**config.mk**
```make
export PLATFORM = sky130hd
export DESIGN_NAME = addsub_serial_flat
export DESIGN_NICKNAME = d
export VERILOG_FILES = /design/src/rtl/addsub_serial_if.sv /design/src/rtl/addsub_serial.sv /design/src/flat_wrapper.sv
export SDC_FILE = /design/constraint.sdc
export NUM_CORES = 1
export LEC_CHECK = 0
export ABC_AREA = 1
export BUFFER_PORTS_ARGS = -buffer_cell sky130_fd_sc_hd__buf_2
export CAP_MARGIN = 40
export CORE_AREA = 2 2 105 107
export DETAILED_ROUTE_END_ITERATION = 8
export DIE_AREA = 0 0 107 109
export PLACE_DENSITY = 0.5
export RECOVER_POWER = 25
export SKIP_CTS_REPAIR_TIMING = 1
export SKIP_LAST_GASP = 1
export SLEW_MARGIN = 10
export SYNTH_ARGS = -nofsm -noshare
export SYNTH_HDL_FRONTEND = slang
export SYNTH_SLANG_ARGS = --single-unit
```
**constraint.sdc**
```tcl
create_clock -name clk -period 1.8 [get_ports clk]
set_input_delay 0.18 -clock clk [delete_from_list [all_inputs] [get_ports clk]]
set_output_delay 0.18 -clock clk [all_outputs]
set_load 0.01 [all_outputs]
```
**src/rtl/addsub_serial_if.sv**
```systemverilog
// addsub_serial_if: start/ready/done handshake, operands and result flags of the serial add/sub unit
interface addsub_serial_if #(parameter int W = 16);
  logic         start;
  logic [W-1:0] a;
  logic [W-1:0] b;
  logic         m;
  logic         ready;
  logic         done;
  logic [W-1:0] s;
  logic         c;
  logic         v;
  logic         z;
  modport master (output start, a, b, m, input ready, done, s, c, v, z);
  modport slave  (input start, a, b, m, output ready, done, s, c, v, z);
endinterface

```
**src/rtl/addsub_serial.sv**
```systemverilog
// addsub_serial: digit-serial W-bit adder/subtractor, D bits per cycle, with carry/overflow/zero flags
module addsub_serial #(
  parameter int W = 16,
  parameter int D = 4
) (
  input logic clk,
  input logic rst,
  addsub_serial_if.slave io
);
  localparam int N  = W / D;
  localparam int CW = (N > 1) ? $clog2(N) : 1;
  localparam logic [1:0] IDLE = 2'd0;
  localparam logic [1:0] RUN  = 2'd1;
  localparam logic [1:0] DONE = 2'd2;
  logic [1:0]   state_q, state_d;
  logic [W-1:0] a_q, a_d, b_q, b_d, p_q, p_d, s_q, s_d;
  logic         cy_q, cy_d, c_q, c_d, v_q, v_d, z_q, z_d;
  logic [CW-1:0] cnt_q, cnt_d;
  logic [D:0]   dsum;
  logic         cin_msb;
  logic         last;
  assign dsum    = {1'b0, a_q[D-1:0]} + {1'b0, b_q[D-1:0]} + (D+1)'(cy_q);
  // carry into the digit's top bit is recovered from its sum and operand bits
  assign cin_msb = dsum[D-1] ^ a_q[D-1] ^ b_q[D-1];
  assign last    = cnt_q == CW'(N - 1);
  always_comb begin
    state_d = state_q;
    a_d     = a_q;
    b_d     = b_q;
    p_d     = p_q;
    cy_d    = cy_q;
    cnt_d   = cnt_q;
    s_d     = s_q;
    c_d     = c_q;
    v_d     = v_q;
    z_d     = z_q;
    if (state_q == IDLE && io.start) begin
      a_d     = io.a;
      b_d     = io.b ^ {W{io.m}};
      cy_d    = io.m;
      cnt_d   = '0;
      state_d = RUN;
    end else if (state_q == RUN) begin
      a_d   = a_q >> D;
      b_d   = b_q >> D;
      p_d   = (p_q >> D) | (W'(dsum[D-1:0]) << (W - D));
      cy_d  = dsum[D];
      cnt_d = cnt_q + CW'(1);
      if (last) begin
        s_d     = p_d;
        c_d     = dsum[D];
        v_d     = cin_msb ^ dsum[D];
        z_d     = p_d == '0;
        state_d = DONE;
      end
    end else if (state_q == DONE) begin
      state_d = IDLE;
    end
  end
  always_ff @(posedge clk) begin
    if (rst) begin
      state_q <= IDLE;
      a_q     <= '0;
      b_q     <= '0;
      p_q     <= '0;
      cy_q    <= 1'b0;
      cnt_q   <= '0;
      s_q     <= '0;
      c_q     <= 1'b0;
      v_q     <= 1'b0;
      z_q     <= 1'b0;
    end else begin
      state_q <= state_d;
      a_q     <= a_d;
      b_q     <= b_d;
      p_q     <= p_d;
      cy_q    <= cy_d;
      cnt_q   <= cnt_d;
      s_q     <= s_d;
      c_q     <= c_d;
      v_q     <= v_d;
      z_q     <= z_d;
    end
  end
  assign io.ready = state_q == IDLE;
  assign io.done  = state_q == DONE;
  assign io.s     = s_q;
  assign io.c     = c_q;
  assign io.v     = v_q;
  assign io.z     = z_q;
endmodule

```
**src/flat_wrapper.sv**
```systemverilog
// flat-port wrapper written by rule: the top's interface ports become plain ports
module addsub_serial_flat 
#(
  parameter int W = 16,
  parameter int D = 4
)
  (clk, rst, io_start, io_a, io_b, io_m, io_ready, io_done, io_s, io_c, io_v, io_z);
  addsub_serial_if #(.W(W)) io_i ();
  input logic clk;
  input logic rst;
  input wire logic [$bits(io_i.start)-1:0] io_start;
  input wire logic [$bits(io_i.a)-1:0] io_a;
  input wire logic [$bits(io_i.b)-1:0] io_b;
  input wire logic [$bits(io_i.m)-1:0] io_m;
  output wire logic [$bits(io_i.ready)-1:0] io_ready;
  output wire logic [$bits(io_i.done)-1:0] io_done;
  output wire logic [$bits(io_i.s)-1:0] io_s;
  output wire logic [$bits(io_i.c)-1:0] io_c;
  output wire logic [$bits(io_i.v)-1:0] io_v;
  output wire logic [$bits(io_i.z)-1:0] io_z;
  assign io_i.start = io_start;
  assign io_i.a = io_a;
  assign io_i.b = io_b;
  assign io_i.m = io_m;
  assign io_ready = io_i.ready;
  assign io_done = io_i.done;
  assign io_s = io_i.s;
  assign io_c = io_i.c;
  assign io_v = io_i.v;
  assign io_z = io_i.z;
  addsub_serial #(.W(W), .D(D)) u_core (.clk(clk), .rst(rst), .io(io_i));
endmodule
```
==> results.txt <==
Pleak -> 1.58 nW
Sequential fraction of the synthesis area -> 44.1%
Max-capacitance violation count -> 0
Clock Latency Late Sink -> 0.35 ns
# DRC -> 0
Via Count -> 2731
Place WS -> 0.0268 ns
Initial Util -> 29.1%
#FFs+latches synth -> 68
Cells along the critical path -> fa_2, inv_2, fa_1, nand2_1, nor2_1, nand3_1, nor2_1, nand2_1, a21oi_1
Reg2reg start -> u_core.b_q[0]
Initial antenna violation count -> 0
Total CTS buffers -> 9
Critical path endpoint category -> register
N_diodes -> 0
Setup_tns -> 0 ns
FF-to-FF End -> u_core.io.z
CP Buf/Inv Count -> 1
Setup violators final -> 0
CP Data Arrival Time -> 1.98 ns
Reg2reg path depth -> 9
Synth Instances -> 407
CP max stage delay -> 0.54 ns
Clk buf depth -> 2
FMAX -> 587 MHz
PD cells -> 905 nW/um^2
Hold_ws -> 0.0756 ns
Hold Path Cell Cnt -> 3
Final Wtd Congestion -> 0.813
End-of-flow core utilization -> 34.3%
CP required -> 2.08 ns
Worst slew margin -> 68.3%
Multiplexer share of the synthesized area -> 0%
Synth Area in Adders -> 4.13%
Net count reported at finish -> 506
WS Path Type -> reg -> reg
Global-route usage over all layers -> 13.7%
Post-synthesis compound-gate area fraction -> 19.5%
Fin. max-slew vios -> 0
Core area -> 10600 um^2
Detail Placement HPWL -> 5150 um
Layout cells sized above 1 -> 17.0%
Fillcell total -> 1170
Hold crit path type -> in -> reg
Root Buffer -> clkbuf_8
Number of enable-type register cells in the synthesized netlist -> 0
Clock Skews -> 0.0118 ns
Die area -> 11700 um^2
Final global-route overflow total -> 0
Sink Count -> 68
Die height -> 109 um
Final Hold Violating Endpoints -> 0
Critical Path Slowest Stage Cell -> fa_1
H-tree levels -> 3
CP top delay family -> adder cells
Area Overhead vs Synth -> 17.9%
Critical path launch point type -> register
Pwr Total -> 3.30 mW
Avg Cell Area, Syn -> 7.59 um^2
Post-synth cell types -> 30
Simple-Gate Fraction of Synth Area -> 19.2%
Worst slew pin tran -> 0.474 ns
Routed WL per cell -> 12.2 um
Synth area leaders -> dfxtp_1 (44%), nand2_1 (10%), a21oi_1 (7.9%)
Main synth FF type -> dfxtp_1
Status -> completed
Placed cell area -> 3480 um^2
Row cnt -> 38
Area of the mapped netlist -> 3090 um^2
Cells after DPL -> 590
Largest family of logic cells by synthesized area -> compound AO/OA/AOI/OAI gates
Top-Level Pins -> 57
Hold Startpoint -> io_a[13]
Final instance area -> 3640 um^2
WL final -> 7380 um
RSZ-0062 raised after global routing -> true
Synth Net Count -> 452
CP Max Fanout -> 3
Clock slew at reported path FFs -> 0.08 ns
Detail Route Antenna Nets -> 0
YS warnings -> 0
Hold path endpoint -> u_core.a_q[13]
R2R setup slack -> 0.1 ns
Xor and xnor area share after synthesis -> 2.55%
DRT Pass-1 Iters -> 4
Final min period -> 1.70 ns
Dominant cell type by area after synthesis -> dfxtp_1
VDD IR max -> 0.407 mV
Tcrit/Tclk final -> 94.7%
Largest net degree at the start of global routing -> 34
DRT iter0 DRCs -> 103
Vias per std cell -> 4.51
IO Port Bufs -> 56
Vias in the first global route -> 2594
Ys async rst share -> 0%
Yosys top cell area share -> 44.1%
First-pass GRT wire length -> 12400 um
Final std cells w/o fill -> 606
Die X -> 107 um
CTS tree -> yes
Final worst slack -> 0.0961 ns
## worst min-delay path, stage by stage
cell	delay, ns
buf_2	0.09
nand2_1	0.05
a21oi_1	0.06
## routing by layer
layer,vias to the layer above,share of wire [%],GRT usage (%)
met1,1229,48,17.4
met2,62,45,21.9
li1,1430,-,-
met5,-,0,0
met4,0,1.7,5.19
met3,10,5.3,4.00
## final cells by class
type,count,area (um^2),share of cell area (%)
clock buffers,10,138,3.78
clock inverters,6,38.8,1.07
inverters,47,184,5.05
multi-input cells,270,1410,38.7
flip-flops and latches,68,1370,37.5
well taps,140,175,4.81
repair buffers,65,333,9.14
## synthesized netlist by cell type, drive strengths merged (5+ instances only)
master and instances:
a211oi 5, a21oi 49, buf 15, clkbuf 7, dfxtp 68, ha 7
inv 47, nand2 88, nand3 13, nor2 40, o21ai 38, xor2 8
## how the worst max path moves through the flow
| stage | startpoint | end | slack (ns) | cells after the start |
|---|---|---|---|---|
| after floorplan | u_core.cy_q | u_core.io.z | 0.13 | 9 |
| after global placement | u_core.cy_q | u_core.io.z | 0.04 | 9 |
| after detailed placement | u_core.cy_q | u_core.io.z | 0.03 | 9 |
| after CTS | u_core.cy_q | u_core.io.z | 0.03 | 9 |
| after global routing | u_core.b_q[0] | u_core.io.v | -0.04 | 11 |
| final | u_core.b_q[0] | u_core.io.z | 0.1 | 9 |
## report_power, final
| group | leakage, nW | total [mW] | internal (mW) | switching, mW |
|---|---|---|---|---|
| Sequential | 0.557 | 1.65 | 1.60 | 0.0495 |
| Clock | 0.0885 | 1.13 | 0.534 | 0.599 |
| Combinational | 0.932 | 0.516 | 0.188 | 0.327 |
## state kept, by name (all words and copies together), names as in the netlist
| register | count |
|---|---|
| u_core.io.c | 1 |
| u_core.p_q | 12 |
| u_core.b_q | 16 |
| u_core.cy_q | 1 |
| u_core.io.s | 16 |
| u_core.cnt_q | 2 |
| u_core.a_q | 16 |
| u_core.state_q | 2 |
| u_core.io.v | 1 |
| u_core.io.z | 1 |
## cells in the final DEF (no fill, tap or decap), types with 3 or more instances in the layout
| cell type | n |
|---|---|
| nand2_1 | 84 |
| inv_4 | 3 |
| dfxtp_1 | 65 |
| ha_1 | 7 |
| dfxtp_2 | 3 |
| a22oi_1 | 3 |
| inv_2 | 3 |
| clkbuf_1 | 20 |
| o211ai_1 | 4 |
| buf_2 | 37 |
| a211oi_1 | 5 |
| nand3_1 | 13 |
| a21oi_1 | 49 |
| o21ai_0 | 38 |
| clkbuf_8 | 10 |
| nor2_1 | 38 |
| xor2_1 | 8 |
| buf_4 | 7 |
| a31oi_1 | 4 |
| o22ai_1 | 3 |
| clkinv_2 | 3 |
| inv_1 | 41 |
## cell families after synthesis
logic type                 Yosys count
buffers and inverters               69
DFF                                 68
AOI/OAI and AO/OA                  109
xor gates and xnor gates             9
adders and majority gates            9
and+or+nand+nor                    143
Note: power is estimated with default switching activity, not from simulation.
